### src/rtl/uart_msg_pkg.sv
// Shared definitions for the 20-bit UART message protocol: {payload, tag}.
// Widths, the message layout, and the initiator state encoding.
package uart_msg_pkg;

    localparam int MSG_W = 20;
    localparam int TAG_W = 4;
    localparam int PAY_W = MSG_W - TAG_W;

    typedef struct packed {
        logic [PAY_W-1:0] payload;
        logic [TAG_W-1:0] tag;
    } msg_t;

    typedef enum logic [1:0] {
        IDLE = 2'd0,
        SEND = 2'd1,
        WAIT = 2'd2
    } init_state_t;

    function automatic msg_t pack_msg(input logic [PAY_W-1:0] payload,
                                      input logic [TAG_W-1:0] tag);
        msg_t m;
        m.payload = payload;
        m.tag     = tag;
        return m;
    endfunction

endpackage

### src/rtl/timeout_counter.sv
// Down-counter for the per-attempt reply budget: load to CYCLES-1, count down
// while enabled, and flag zero. It holds at zero rather than wrapping.
module timeout_counter #(
    parameter int CYCLES = 8,
    parameter int CNT_W  = $clog2(CYCLES)
) (
    input  logic clk_i,
    input  logic rst_ni,
    input  logic load_i,
    input  logic enable_i,
    output logic zero_o
);

    logic [CNT_W-1:0] count_q;

    always_ff @(posedge clk_i or negedge rst_ni) begin
        if (!rst_ni) begin
            count_q <= '0;
        end else if (load_i) begin
            count_q <= CNT_W'(CYCLES - 1);
        end else if (enable_i && (count_q != '0)) begin
            count_q <= count_q - CNT_W'(1);
        end
    end

    assign zero_o = (count_q == '0);

endmodule

### src/rtl/uart_request_initiator.sv
// Host-side initiator: sends one tagged request, waits for the reply with the
// same tag, resends on timeout, and reports the payload or an error.
// Client handshake: a request transfers on a cycle with req_valid && req_ready;
// the client must hold req_valid/req_payload until then. Responses are a
// one-cycle rsp_valid strobe with no back-pressure.
module uart_request_initiator
    import uart_msg_pkg::*;
#(
    parameter int TIMEOUT_CYCLES = 50_000_000,
    parameter int MAX_RETRIES    = 3
) (
    input  logic              clock,
    input  logic              reset_n,
    input  logic              req_valid,
    input  logic [PAY_W-1:0]  req_payload,
    output logic              req_ready,
    input  logic              tx_ready,
    output logic              tx_isNew,
    output logic [MSG_W-1:0]  tx_message,
    input  logic              rx_isNew,
    input  logic [MSG_W-1:0]  rx_message,
    output logic              rsp_valid,
    output logic [PAY_W-1:0]  rsp_payload,
    output logic              rsp_error,
    output init_state_t       dbg_state
);

    localparam int RETRY_W = (MAX_RETRIES < 1) ? 1 : $clog2(MAX_RETRIES + 1);

    init_state_t        state_q;
    logic [TAG_W-1:0]   tag_q;
    logic [TAG_W-1:0]   tag_d;
    logic [RETRY_W-1:0] retries_q;
    msg_t               msg_q;
    logic               tx_isNew_q;
    logic               rsp_valid_q;
    logic [PAY_W-1:0]   rsp_payload_q;
    logic               rsp_error_q;

    msg_t rx_msg;
    logic tag_match;
    logic timer_load;
    logic timer_en;
    logic timer_zero;

    assign tag_d      = tag_q + TAG_W'(1);
    assign rx_msg     = rx_message;
    assign tag_match  = rx_isNew && (rx_msg.tag == tag_q);
    assign timer_load = (state_q == SEND) && tx_ready;
    assign timer_en   = (state_q == WAIT);

    timeout_counter #(
        .CYCLES (TIMEOUT_CYCLES)
    ) u_timeout (
        .clk_i    (clock),
        .rst_ni   (reset_n),
        .load_i   (timer_load),
        .enable_i (timer_en),
        .zero_o   (timer_zero)
    );

    always_ff @(posedge clock or negedge reset_n) begin
        if (!reset_n) begin
            state_q       <= IDLE;
            tag_q         <= '0;
            retries_q     <= '0;
            msg_q         <= '0;
            tx_isNew_q    <= 1'b0;
            rsp_valid_q   <= 1'b0;
            rsp_payload_q <= '0;
            rsp_error_q   <= 1'b0;
        end else begin
            tx_isNew_q  <= 1'b0;
            rsp_valid_q <= 1'b0;
            case (state_q)
                IDLE: begin
                    if (req_valid) begin
                        tag_q     <= tag_d;
                        msg_q     <= pack_msg(req_payload, tag_d);
                        retries_q <= '0;
                        state_q   <= SEND;
                    end
                end
                SEND: begin
                    if (tx_ready) begin
                        tx_isNew_q <= 1'b1;
                        state_q    <= WAIT;
                    end
                end
                WAIT: begin
                    // A matching reply on the last budget cycle still counts as success.
                    if (tag_match) begin
                        rsp_payload_q <= rx_msg.payload;
                        rsp_error_q   <= 1'b0;
                        rsp_valid_q   <= 1'b1;
                        state_q       <= IDLE;
                    end else if (timer_zero) begin
                        if (retries_q < RETRY_W'(MAX_RETRIES)) begin
                            retries_q <= retries_q + RETRY_W'(1);
                            state_q   <= SEND;
                        end else begin
                            rsp_payload_q <= '0;
                            rsp_error_q   <= 1'b1;
                            rsp_valid_q   <= 1'b1;
                            state_q       <= IDLE;
                        end
                    end
                end
                default: state_q <= IDLE;
            endcase
        end
    end

    assign req_ready   = (state_q == IDLE);
    assign tx_isNew    = tx_isNew_q;
    assign tx_message  = msg_q;
    assign rsp_valid   = rsp_valid_q;
    assign rsp_payload = rsp_payload_q;
    assign rsp_error   = rsp_error_q;
    assign dbg_state   = state_q;

endmodule

### config.mk
export PLATFORM = sky130hd
export DESIGN_NAME = uart_request_initiator
export DESIGN_NICKNAME = d
export VERILOG_FILES = /design/src/rtl/uart_msg_pkg.sv /design/src/rtl/timeout_counter.sv /design/src/rtl/uart_request_initiator.sv
export SDC_FILE = /design/constraint.sdc
export NUM_CORES = 1
export LEC_CHECK = 0
export ABC_AREA = 1
export BUFFER_PORTS_ARGS = -buffer_cell sky130_fd_sc_hd__clkbuf_2
export CORE_MARGIN = 2
export CORE_UTILIZATION = 45
export CTS_BUF_LIST = sky130_fd_sc_hd__clkbuf_4
export DETAILED_ROUTE_END_ITERATION = 12
export GPL_TIMING_DRIVEN = 0
export PLACE_DENSITY = 0.68
export SLEW_MARGIN = 10
export SYNTH_ARGS = -nofsm -noshare
export SYNTH_HDL_FRONTEND = slang
export SYNTH_HIERARCHICAL = 1
export SYNTH_SLANG_ARGS = --single-unit
### constraint.sdc
create_clock -name clock -period 2.69 [get_ports clock]
set_input_delay 0.6725 -clock clock [delete_from_list [all_inputs] [get_ports clock]]
set_output_delay 0.6725 -clock clock [all_outputs]
set_load 0.01 [all_outputs]
==> After elaboration in Yosys (flattened, before gate mapping) <==
Cells that the tools add are included.
{ "word_totals": {"ff_bits": 69, "out_inout_bits": 42, "elab_cells": 61} }
{ "classes": {"add_sub_neg": 3, "n_lt_le_gt_ge": 1, "n_eq_ne": 10, "mux": 25, "n_reduce_logical": 13} }
{ "op_table": {"columns": ["operator", "count"], "rows": [
  ["26-bit two-way mux", 2],
  ["16-bit two-way mux", 3],
  ["26-bit zero test", 1],
  ["26-bit nonzero test", 1],
  ["26-bit by 1-bit subtractor with 26-bit output, second input constant", 1],
  ["2-bit two-way mux", 8],
  ["2-bit inequality test, second input constant", 6],
  ["1-bit two-way mux", 10],
  ["2-bit one-hot mux with 3 select lines", 1],
  ["3-bit AND reduction", 2],
  ["2-bit nonzero test", 3],
  ["5-bit AND reduction", 1],
  ["4-bit by 1-bit adder with 4-bit output, second input constant", 1],
  ["4-bit == test", 1],
  ["2-bit one-hot mux with 2 select lines", 1],
  ["1-bit logical AND", 3],
  ["3-bit inequality test, second input constant", 1],
  ["2-bit by 1-bit adder with 2-bit output, second input constant", 1],
  ["2-bit by 1-bit == test with 1-bit output, second input constant", 1],
  ["2-bit == test, second input constant", 1],
  ["2-bit zero test", 1],
  ["2-bit < comparator, second input constant", 1],
  ["2-bit AND reduction", 1]
]} }

==> Logic depth before layout (Yosys ltp) <==
Gate-level depths: netlist of the first run.
{ "depth": {"ltp_word": 5, "depth_mapped": 12, "ltp_nobuf": 11} }

==> Cells and area by module <==
The synthesis of the first run kept the hierarchy.
{ "modules_own_cells": {"columns": ["module", "n_inst", "cells_per_inst", "area_per_inst_um2"], "rows": [
  ["uart_request_initiator", 1, 179, 1930.6],
  ["timeout_counter", 1, 278, 1814.2]
]} }

==> Worst setup path before layout of the first run <==
Ideal clock, no wire load.
{ "synth_path": {"path_kind": "reg2reg", "start": "register u_timeout.count_q[0]", "end": "register rsp_payload_q[10], in the netlist rsp_payload[10]", "setup_time_ps": 117, "arrival_ps": 1857, "required_ps": 2573, "setup_slack_ps": 716, "stages_incl_launch_ff": 13, "n_path_buf": 1, "period_less_slack_ps": 1974, "path_cell_list": "dfrtp_1 -> inv_1 -> ha_1 -> nand2_2 -> nor2_4 -> nand4_1 -> nor4_1 -> nand2_1 -> nor2_2 -> inv_2 -> buf_6 -> nand3_1 -> nand2_1"} }
{ "synth_via": {"elab_chain_len": 3} }
{ "synth_lines": {"columns": ["item", "line", "source"], "rows": [
  ["from (decl)", "timeout_counter.sv:14", "logic [CNT_W-1:0] count_q;"],
  ["from (signal assigned)", "timeout_counter.sv:20", "count_q <= CNT_W'(CYCLES - 1);"],
  ["from (signal assigned)", "timeout_counter.sv:22", "count_q <= count_q - CNT_W'(1);"],
  ["26-bit zero test", "timeout_counter.sv:26", "assign zero_o = (count_q == '0);"],
  ["net timer_zero", "uart_request_initiator.sv:44", "logic timer_zero;"],
  ["2-bit nonzero test (no line)", null, null],
  ["3-bit AND reduction (no line)", null, null],
  ["to (signal assigned)", "uart_request_initiator.sv:93", "rsp_payload_q <= rx_msg.payload;"],
  ["to (decl)", "uart_request_initiator.sv:37", "logic [PAY_W-1:0] rsp_payload_q;"]
]} }
The timed path passes the listed nets, and every way through them passes these cells.
A chain may end at the register's enable or synchronous reset.

==> Final worst setup path of the first run <==
{ "layout_path": {"start": "register u_timeout.count_q[0]", "end": "register rsp_payload_q[13], in the netlist rsp_payload[13]"} }
Same word-level chain as after synthesis.

==> results by stage, run 1 <==
Power and ir drop:
- Summed over all cells, the static leakage comes to ~2.4 nW.
- For this design the ratio of total power to cell area is between 1000 and 1500 nW/µm².
- The maximum vdd drop is 429 µV.

Cells and area:
- The area overhead of the layout relative to synthesis is 19.0%.
- Of the cells placed in the final design, the portion with a size suffix greater than 1 is 0.282.
- The diode insertion count for antenna repair is 0.
- The cell area after layout is 4460 µm².
- At the end of the flow, the number of nets in the layout was 595.
- The final instance count without filler cells is 661.

STA:
- The final clock skew is 0.0237 ns.
- The worst pin sits at a relative slew slack of 0.653.
- After layout, the minimum clock period comes to between 2 and 2.5 ns.
- The maximum frequency from static timing analysis is between 400 and 500 MHz.
- The final cycle utilization of the critical path is 0.910.
- At the pin with the least slew margin, the transition time is 0.516 ns.
- Setup repair after global routing left no endpoint under its margin.
- The number of max-slew violations in the final report was 0.
- Setup violations remaining at the end of the flow were counted as 0.
- The final hold violation count came to 0.
- The setup total negative slack is 0 ns.

Setup path:
- On the worst path, the slowest cell contributes a delay of about 0.4 ns.
- For the worst setup path, the data required time is 3.00 ns.
- Counting both buffers and inverters, the worst setup path holds a total of 3.
- The cell occurring most often along the worst timing path is nand2_1.
- The critical path's slowest cell is nor4_1.
- The critical path class is reg -> reg.
- The endpoint type of the worst setup path is a register.
- Of all nets on the critical path, the largest fanout is 10.
- STA puts the critical path data arrival time at between 2 and 3 ns.
- In this design, the largest share of critical-path delay is due to simple AND/OR/NAND/NOR gates.
- Traced cell by cell, the critical path runs through inv_1 > ha_1 > nand2_2 > nor2_4 > nand4_1 > nor4_1 > nand2_1 > nor2_2 > inv_2 > buf_6 > nand3_1 > nand2_1.
- The worst setup path is launched from a register.

Route:
- The number of detailed-route iterations in the first pass is 4.
- For this block, the initial DRC count from the detailed router was about 110.
- The routed layout has approximately 3.4k vias.
- The number of routed nets with antenna violations is 0.
- The aggregate routed wire length is approximately 8700 µm.
- The detailed-route vias per instance is 5.09.
- In the final routed layout, each cell accounts on average for about 13 µm.
- After detailed routing, the number of remaining DRC violations is 0.

Floorplanning:
- The die area is between 9000 and 10000 µm².
- The initial core utilization is 0.460.
- The standard-cell row count is 33.
- The die is around 95 µm tall.
- During I/O placement, the number of pins put on the boundary was slightly above 80.
- The core region is around 8000 µm².
- The die outline width is ~95 µm.

Placed design:
- Summing all placed instances gives a cell area of ~4300 µm².
- The post-DP HPWL is roughly 6600 µm.
- The number of cells after detailed placement is approximately 650.
- Routability-driven placement finished with a final weighted congestion of 0.959.
- The count of input and output buffers is 82.

CTS:
- The count of hold-fix buffers inserted at cts is 0.
- The clock slew at the register clock pins of the worst setup and hold paths is between 0.1 and 0.15 ns.
- The number of resized instances in the post-cts repair step is 0.
- The number of buffers inserted to repair setup after CTS is 0.
- At the later pin of the worst-skew pair, clock insertion delay measures between 0.4 and 0.5 ns.
- CTS saw approximately 70 sinks.
- No sink is reached through more buffers than the 2 on the longest clock path.
- The CTS buffer count is 9.
- The CTS tree is done.
- The clock tree synthesis step divided the H-tree into 3 levels.
- The root buffer selected by CTS is clkbuf_4.

Synthesis:
- Of the post-synthesis cell area, the dominant cell type holds 0.461.
- After synthesis, the mean cell area works out to just over 8 µm².
- Summed over all instances, the cell type with the most area after synthesis is dfrtp_1.
- The cell area after synthesis is ~3700 µm².
- After synthesis, the cell types taking the most area are dfrtp_1 (46%), nand2_1 (15%), nand3_1 (6.9%).
- For this run, the register share of the synthesized area comes to 0.461.
- The number of nets in the synthesized netlist is between 500 and 600.
- The number of distinct library cells after synthesis is 29.
- In this run, synthesis produced a sequential element count of 69.
- The count of yosys warnings during synthesis is 6.
- The post-synthesis instance total is roughly 460.

Global route:
- The number of antenna violations at the first check in global routing is 0.
- For this run, the total global-route usage over all layers was measured as 0.207.
- The via count of the first global-routing pass is ~3.2k.
- Entering global routing, the biggest net connects 54 pins.
- The first global-routing pass estimated between 10000 and 15000 µm of wire.
- For this run the aggregate overflow at the end of global routing stands at 0.

Outcome:
- The run finished with clean final reports.

Job:
- The max-cap violation count is 0.

Hold path:
- In this run the worst hold path is classified as in -> async.
-- stage by stage --
| step | setup WS [ns] | util | power [mW] | hold slack [ns] |
|---|---|---|---|---|
| floorplan | 0.716 | - | 3.52 | 0.377 |
| global placement | 0.301 | 0.527 | 4.20 | 0.462 |
| detailed placement | 0.232 | 0.531 | 4.29 | 0.477 |
| CTS | 0.205 | 0.548 | 4.97 | 0.117 |
| global route | 0.0166 | 0.548 | 5.41 | 0.112 |
| finish | 0.241 | 0.548 | 4.91 | 0.133 |
-- cell usage in the layout (no fill, tap or decap), types with 12 or more instances in the layout --
cell type,count
nand2_1,147
clkbuf_2,81
dfrtp_1,69
nand3_1,52
nor2_1,48
nand4_1,33
inv_1,26
mux2_2,17
clkbuf_4,12
-- flip-flops by register name (all words and copies together) (netlist names) --
name / flops
retries_q: 2
u_timeout/count_q: 26
rsp_payload: 16
tx_isNew: 1
dbg_state: 2
rsp_error: 1
tx_message: 20
rsp_valid: 1
-- power by group --
part	internal [mW]	switching, mW	total [mW]	leakage [nW]
sequential	1.46	0.376	1.84	0.874
combinational	0.955	1.45	2.40	1.47
clock	0.292	0.375	0.667	0.0724
total	2.71	2.20	4.91	2.42
-- area by class of cell --
class / count / area, µm²
multi-input cells: 345 / 1790
clock buffers: 10 / 75.1
flip-flops and latches: 69 / 1730
plain buffers: 14 / 116
well taps: 105 / 131
inverters: 29 / 109
repair buffers: 83 / 440
clock inverters: 6 / 63.8
fillers: 769 / 3680
-- path summary, 6_finish.rpt --
check	startpoint	endpoint	slack [ns]	depth (start not counted)
min reg2reg	retries_q[1]	retries_q[1]	0.50	2
max reg2reg	u_timeout/count_q[0]	rsp_payload[13]	0.24	12
max in group asynchronous	reset_n	u_timeout/count_q[22]	1.99	2
max	u_timeout/count_q[0]	rsp_payload[13]	0.24	12
min	reset_n	rsp_payload[14]	0.13	1
min in group clock	tx_ready	dbg_state[0]	0.45	2
-- synthesized netlist by cell type, drive strengths merged --
cell type  instances
nand3             52
a21oi              1
nor2              58
xnor2              2
dfrtp             69
ha                 3
mux2              17
o21ai              4
inv               29
clkbuf             1
nand3b             5
a21o               3
nor4               1
xor2               5
or2                6
nand2            154
nand4             33
buf               13
o21a               1
-- worst reg2reg max path, stage by stage, from the launching register on --
cell and delay (ns):
dfrtp_1 0.39, inv_1 0.11, ha_1 0.30, nand2_2 0.14
nor2_4 0.23, nand4_1 0.12, nor4_1 0.41, nand2_1 0.13
nor2_2 0.15, inv_2 0.10, buf_6 0.15, nand3_1 0.07
nand2_1 0.05
-- kinds of logic (layout without fill, tap and decap cells) --
family,Yosys count,in the layout,synth area share
simple gates,309,309,0.383
flops,69,69,0.461
buf+inv,43,142,0.0601
mux,17,17,0.0511
compound gates,9,9,0.0187
xor+xnor,7,7,0.0164
fa+ha+maj,3,3,0.0100
-- per-layer routing --
metal	part of all wire	vias up	GRT usage
met5	0	-	0
met4	0.011	0	0.0664
met3	0.055	10	0.0474
met2	0.48	99	0.333
met1	0.45	1567	0.276
li1	-	1689	-
(Power assumes the default switching activity.)
==> run 2, diff against run 1 <==
- ABC_AREA: 1 -> 0
- PLACE_DENSITY: 0.68 -> 0.69
==> results by stage, run 2 <==
Power and ir drop:
- The power dissipated by switching net loads is 1.13 mW.
- The combinational fraction of design power is 0.334.
- Of the total power, the share spent switching nets is 0.342.
- The power share of the sequential group is 0.463.
- Across the VDD grid, the largest voltage drop is 501 µV.
- The static leakage power is about 1.8 nW.
- The total power per unit cell area is 814 nW/µm².
- The share of total power dissipated in the clock network is 0.203.
- The internal power of the cells totals between 2 and 2.5 mW.

CTS:
- The count of hold-fix buffers inserted at cts is 0.
- The CTS buffer count is 9.
- The total number of H-tree levels is 3.
- Clock tree synthesis selected as its root buffer the cell clkbuf_4.
- The number of clock sinks is a little under 70.
- The CTS tree is done.
- The maximum buffer depth of the clock tree is 2.
- The clock slew at the register clock pins of the worst setup and hold paths is 0.12 ns.
- The insertion delay to the later sink of the worst-skew pair is about 0.40 ns.

Floorplanning:
- The die outline width is about 90 µm.
- The floorplan step set the die height to 90.0 µm.
- The standard-cell row count is 31.
- The initial utilization of the core area, before any placement, comes to 0.461.
- After floorplanning, the core was sized to cover slightly above 7000 µm².
- Pin placement for this block handled 83 I/O pins.
- The die area is between 8000 and 9000 µm².

Synthesis:
- The fraction of synthesized area in multiplexers is 0.121.
- The commonest cells after synthesis are dfrtp_1 (69), inv_1 (24), nand2_1 (21).
- Of the total synthesized cell area, the portion taken by AND, OR, NAND and NOR gates is 0.185.
- The synthesized area per cell is between 10 and 15 µm².
- In this run, synthesis produced a sequential element count of slightly below 70.
- The most repeated cell in the gate-level netlist after synthesis is dfrtp_1.
- Counting flops with a built-in enable in the synthesized netlist gives 0.
- In the synthesized netlist, the number of instances is approximately 300.
- Sorting the synthesized cells by area gives the leading types as dfrtp_1 (52%), mux2_2 (6.1%), mux2i_1 (6.0%).
- The area fraction in compound gates after synthesis was 0.0763.
- Synthesis produced a netlist with a net count of between 300 and 400.
- For this run, asynchronously set or reset flops after synthesis account for 1.00.
- The post-synthesis xor/xnor area fraction is 0.0342.
- The share of the Yosys chip area taken by registers is 0.519.
- The synthesized netlist contains 46 unique library cells.
- The synthesized design spends more area on one cell type than any other, namely dfrtp_1.
- Of the post-synthesis cell area, the dominant cell type holds 0.519.
- Summing every instance area after synthesis gives around 3300 µm².
- After synthesis, the largest family of logic cells by area is simple AND/OR/NAND/NOR gates.
- For this run, the leading register cell type out of synthesis is dfrtp_1.
- For this run, the number of Yosys warnings is 6.
- The adder-cell area share of the yosys netlist is 0.0113.

STA:
- The final number of setup-violating endpoints is 0.
- Measured against its own limit, the worst slew margin works out to 0.501.
- The maximum frequency from static timing analysis is roughly 390 MHz.
- The actual transition at the worst max-transition pin is about 0.75 ns.
- The final hold violation count is 0.
- The final cycle utilization of the critical path is 0.947.
- Setup repair after global routing left no endpoint under its margin.
- The number of max-slew violations in the final report is 0.
- Across the routed clock network, the largest skew measured is 0.0129 ns.
- The final critical path time including I/O delays and setup is roughly 2.5 ns.

Setup path:
- The worst setup path is launched from a register.
- The data required time at the worst endpoint is between 2 and 3 ns.
- The endpoint type of the worst setup path is a register.
- STA puts the critical path data arrival time at ~2.8 ns.
- The worst setup path is of the reg -> reg kind.
- The peak fanout along the critical path is 6.

Cells and area:
- In the layout the commonest cells are clkbuf_2 (81), dfrtp_1 (69), inv_1 (24), nand2_1 (21), mux2i_1 (20).
- The register with the most flip-flops in the final layout is u_timeout/count_q.
- At the end of the flow, the number of nets in the layout was 437.
- Fill cells in the final layout number around 660.
- The final instance count without filler cells is just under 500.
- The most common cell after layout, fill and taps aside is clkbuf_2.
- Relative to the synthesized area, the layout overhead comes to 21.8%.
- The repair_antennas step left the layout with diodes totalling 0.
- The register with the most flip-flops in the layout has 26 of them.
- The core utilization of the finished layout is 0.562.
- Of the cells placed in the final design, the portion with a size suffix greater than 1 is 0.364.

Placed design:
- The post-DP HPWL is between 4000 and 5000 µm.
- Port buffering added 82 buffers.
- The number of placed instances, taps included, is between 400 and 500.
- The congestion estimate from routability-driven global placement came to approximately 0.74.

Route:
- The total vias in the final route is 2533.
- The detailed router finished its first iteration with approximately 130 violations.
- The detailed-route vias per instance is approximately 5.1.
- After detailed routing, the number of remaining DRC violations is 0.
- The number of detailed-route iterations in the first pass is 4.
- The mean routed wirelength per cell is roughly 13 µm.
- The final layout contains routed wiring with a total length of about 6700 µm.
- The detail route stage leaves a number of antenna-violating nets equal to 0.

Global route:
- The largest net degree at the start of global routing is 45.
- The via count of the first global-routing pass is 2411.
- The wire length of the first global-routing pass is between 10000 and 15000 µm.
- The overflow left after global routing is 0.
- The number of antenna violations at the first check in global routing is 0.
- For this run, the total global-route usage over all layers was measured as 0.173.

Outcome:
- The run finished with clean final reports.

Hold path:
- The kind of path behind the tightest hold check is in -> async.

Job:
- The max-cap violation count is 0.
-- run 2: cell count changes in the layout (fill, tap and decap cells not counted), moves of 15 or more --
cell / previous run / this run
nand2_1: 147 / 21
nand3_1: 52 / 11
nor2_1: 48 / 10
nand4_1: 33 / 1
mux2i_1: 0 / 20
or3_1: 0 / 15
-- run 2: final timing paths --
check | start | endpoint | slack [ns] | cells after the start
setup / recovery | u_timeout/count_q[0] | u_timeout/count_q[2] | 0.14 | 8
min in group clock | rx_message[11] | rsp_payload[7] | 0.48 | 3
hold reg to reg | retries_q[0] | retries_q[0] | 0.51 | 1
setup reg to reg | u_timeout/count_q[0] | u_timeout/count_q[2] | 0.14 | 8
hold / removal | reset_n | rsp_payload[12] | 0.21 | 1
max in group asynchronous | reset_n | u_timeout/count_q[16] | 1.92 | 2
-- run 2: power by group through the flow --
stage	combinational, mW	clock, mW	sequential, mW
2_1_floorplan	0.522	0	1.66
3_3_place_gp	1.07	0	1.54
3_5_place_dp	1.10	0	1.56
4_1_cts	1.12	0.702	1.53
5_1_grt	1.22	0.743	1.58
6_report	1.10	0.670	1.53
-- run 2: critical path, cell delays in order (launching register included) --
cell     delay, ns
dfrtp_1       0.41
inv_1         0.10
ha_1          0.17
or4b_4        0.51
or3_1         0.40
buf_6         0.15
o31ai_4       0.29
nor3_2        0.06
or3b_1        0.36
-- run 2: area by class of cell --
class	count	area (µm²)	area share
Sequential cell	69	1730	0.426
Clock buffer	11	82.6	0.0204
Tap cell	99	124	0.0305
Multi-Input combinational cell	192	1430	0.353
Timing Repair Buffer	85	448	0.110
Inverter	24	90.1	0.0222
Clock inverter	5	60.1	0.0148
Buffer	12	92.6	0.0228
-- run 2: timing repair --
action / 4_1_cts / 5_1_grt
gates resized for setup: 2 / 1
pin swaps: 1 / 1
setup endpoints to repair: 7 / 14
buffers inserted: 2 / 0
-- run 2: kinds of logic (layout without fill, tap and decap cells) --
family	after synthesis	count (layout)
and+or+nand+nor	106	106
DFF	69	69
muxes	38	38
buffers and inverters	36	137
AOI/OAI and AO/OA	32	32
xor gates and xnor gates	13	13
adders and majority gates	3	3
-- run 2: metrics by stage --
step                      power, mW  hold slack [ns]  setup TNS (ns)  worst slack [ns]  area (µm²)
after floorplan                2.18            0.377               0             0.259        3330
after global placement         2.61            0.470               0           0.00533        3860
after detailed placement       2.66            0.485         -0.0971           -0.0395        3890
after CTS                      3.36            0.188               0            0.0367        4050
after global routing           3.54            0.196               0            0.0151        4060
final                          3.30            0.208               0             0.142        4060
-- run 2: routing by layer --
metal,up-vias,share of wire,GRT usage
met5,-,0,0
met4,0,0.010,0.0564
met3,6,0.045,0.0402
met2,64,0.46,0.263
met1,1211,0.49,0.245
li1,1252,-,-
==> run 3, diff against run 2 <==
- CORE_UTILIZATION: 45 -> 46
- PLACE_DENSITY: 0.69 -> 0.71
==> results by stage, run 3 (same netlist as run 2, synthesis figures left out) <==
Outcome:
- The flow ran to the end, and the final reports show no timing, DRC or antenna violations.

STA:
- The clock period could shrink to ~2.6 ns.
- Once routing completed, OpenROAD measured the worst setup slack at roughly 0.080 ns.
- The final clock skew is 0.0122 ns.
- The final hold violation count is 0.
- The final number of setup-violating endpoints is 0.
- Timing would allow up to roughly 380 MHz.
- In the finished design, the share of the clock period the worst path needs comes to 0.970.
- The actual transition at the worst max-transition pin is between 0.7 and 0.8 ns.
- The setup total negative slack is 0 ns.
- The number of max-slew violations in the final report is 0.
- Headroom to the max-slew limit came out at 0.490.

CTS:
- The clock slew at the register clock pins of the worst setup and hold paths is 0.12 ns.
- For this design, the CTS-stage hold fixing added 0 buffers.
- The insertion delay to the later sink of the worst-skew pair is just over 0.4 ns.
- The total number of H-tree levels is 3.
- The root buffer selected by CTS is clkbuf_4.
- The CTS buffer count is 9.
- CTS saw between 60 and 70 sinks.
- TritonCTS built the clock tree.
- Counting along the longest clock path gives a buffer depth of 2.

Cells and area:
- The diode insertion count for antenna repair is 0.
- The number of nets in the layout is 438.
- Compared with the post-synthesis result, the final layout area differs by 22.9%.
- The share of layout cells above drive strength 1 is 0.368.
- The most common cell after layout, fill and taps aside is clkbuf_2.
- The register with the most flip-flops in the layout has 26 of them.
- The library cells used most frequently in the layout, excluding fill and tap cells, are clkbuf_2 (81), dfrtp_1 (69), inv_1 (24), nand2_1 (21), mux2i_1 (20).
- The register with the most flip-flops in the final layout is u_timeout/count_q.

Setup path:
- The slowest stage of the critical path is the or4b_4 cell.
- Among cell families on the critical path, the largest total delay comes from simple AND/OR/NAND/NOR gates.
- In this run the critical register-to-register path is launched from u_timeout/count_q[0].
- The kind of launch point of the worst setup path is a register.
- The number of buffers and inverters on the critical path is 3.
- STA puts the critical path data required time at around 3 ns.
- The first element of the critical path is u_timeout/count_q[0].
- Of all nets on the critical path, the largest fanout is 7.
- Walking the worst path, the cells encountered are inv_1 > ha_1 > or4b_4 > or3_4 > buf_6 > o31ai_4 > buf_6 > nor3_2 > or3b_1.
- For the worst setup path, the data arrival time is between 2 and 3 ns.
- The endpoint type of the worst setup path is a register.
- The critical path's largest stage delay is 0.50 ns.
- The cell occurring most often along the worst timing path is buf_6.
- The worst setup path is of the reg -> reg kind.

Route:
- The number of detailed-route iterations in the first pass is 4.
- Summed over all layers, the routed wires come to approximately 6600 µm.
- The final route contains approximately 2.6k vias.
- The mean routed wirelength per cell is about 13 µm.
- The detailed-route vias per instance is just over 5.
- The number of routed nets with antenna violations is 0.
- The initial DRC count is between 50 and 60.
- The number of remaining DRC errors is 0.

Floorplanning:
- The region available for standard cell placement spans approximately 7100 µm².
- The height of the die is around 89 µm.
- The top-level port count is just over 80.
- The standard-cell row count is 31.
- The die outline width is 89.1 µm.
- The die covers 7930 µm².
- The initial core utilization is 0.467.

Power and ir drop:
- The power after layout is around 3.4 mW.
- Across the VDD grid, the largest voltage drop is ~540 µV.
- Summed over all cells, the static leakage comes to ~1.8 nW.
- The total power per unit cell area is between 800 and 900 nW/µm².

Job:
- The max-cap violation count is 0.

Placed design:
- The global placer's final weighted congestion is 0.795.
- Before CTS, the worst setup slack after placement is -0.00599 ns.
- The wire-length estimate of the detail-placed layout is slightly below 5000 µm.
- The count of buffers added on input and output ports is 82.

Global route:
- The wire length of the first global-routing pass is roughly 11000 µm.
- The via count of the first global-routing pass is between 2k and 2.5k.
- The overflow left after global routing is 0.
- Entering global routing, the biggest net connects 42 pins.
- In the global route stage, overall resource usage came out at 0.170.
- The number of antenna violations at the first check in global routing is 0.

Hold path:
- The min-delay analysis places its worst path in the category in -> async.
run 3: final timing paths:
check                                        endpoint  slack, ns  cells past startpoint
max in group asynchronous       u_timeout/count_q[16]       1.93                      2
worst min-delay path                  rsp_payload[14]       0.21                      1
worst max register to register   u_timeout/count_q[2]       0.08                      9
worst max-delay path             u_timeout/count_q[2]       0.08                      9
worst min register to register           retries_q[0]       0.49                      1
min in group clock                    rsp_payload[11]       0.47                      3
run 3: power breakdown:
| group | switching (mW) | internal [mW] | leakage (nW) | total (mW) |
|---|---|---|---|---|
| clock network | 0.376 | 0.388 | 0.0868 | 0.764 |
| logic | 0.576 | 0.545 | 0.948 | 1.12 |
| registers | 0.198 | 1.33 | 0.752 | 1.53 |
run 3: layout make-up:
type	count	area [µm²]
clock inverter	6	86.3
inverter	24	90.1
multi-input combinational	192	1440
fill	643	3050
clock buffer	10	75.1
sequential	69	1730
buffer	12	92.6
timing repair buffer	86	459
tap	99	124
run 3: through the flow:
step | utilization | hold WS [ns] | instances | instance area, µm²
after global placement | 0.541 | 0.471 | 478 | 3860
after CTS | 0.567 | 0.197 | 495 | 4050
final | 0.573 | 0.209 | 498 | 4090
after global routing | 0.573 | 0.216 | 498 | 4090
after detailed placement | 0.545 | 0.477 | 479 | 3890
after floorplan | - | 0.377 | 297 | 3330
run 3: repair_timing:
| item | 4_1_cts | 5_1_grt |
|---|---|---|
| pin swaps | 0 | 1 |
| endpoints found under the setup margin | 4 | 18 |
| gates resized for setup | 1 | 4 |
| buffers inserted | 0 | 3 |
run 3: metal layers:
metal  vias to the layer above  wire length [µm]  track usage
met5                         -                 0            0
met1                      1236              3070        0.227
met3                         8               404       0.0397
met4                         0                71       0.0611
met2                        75              3100        0.273
li1                       1252                 -            -
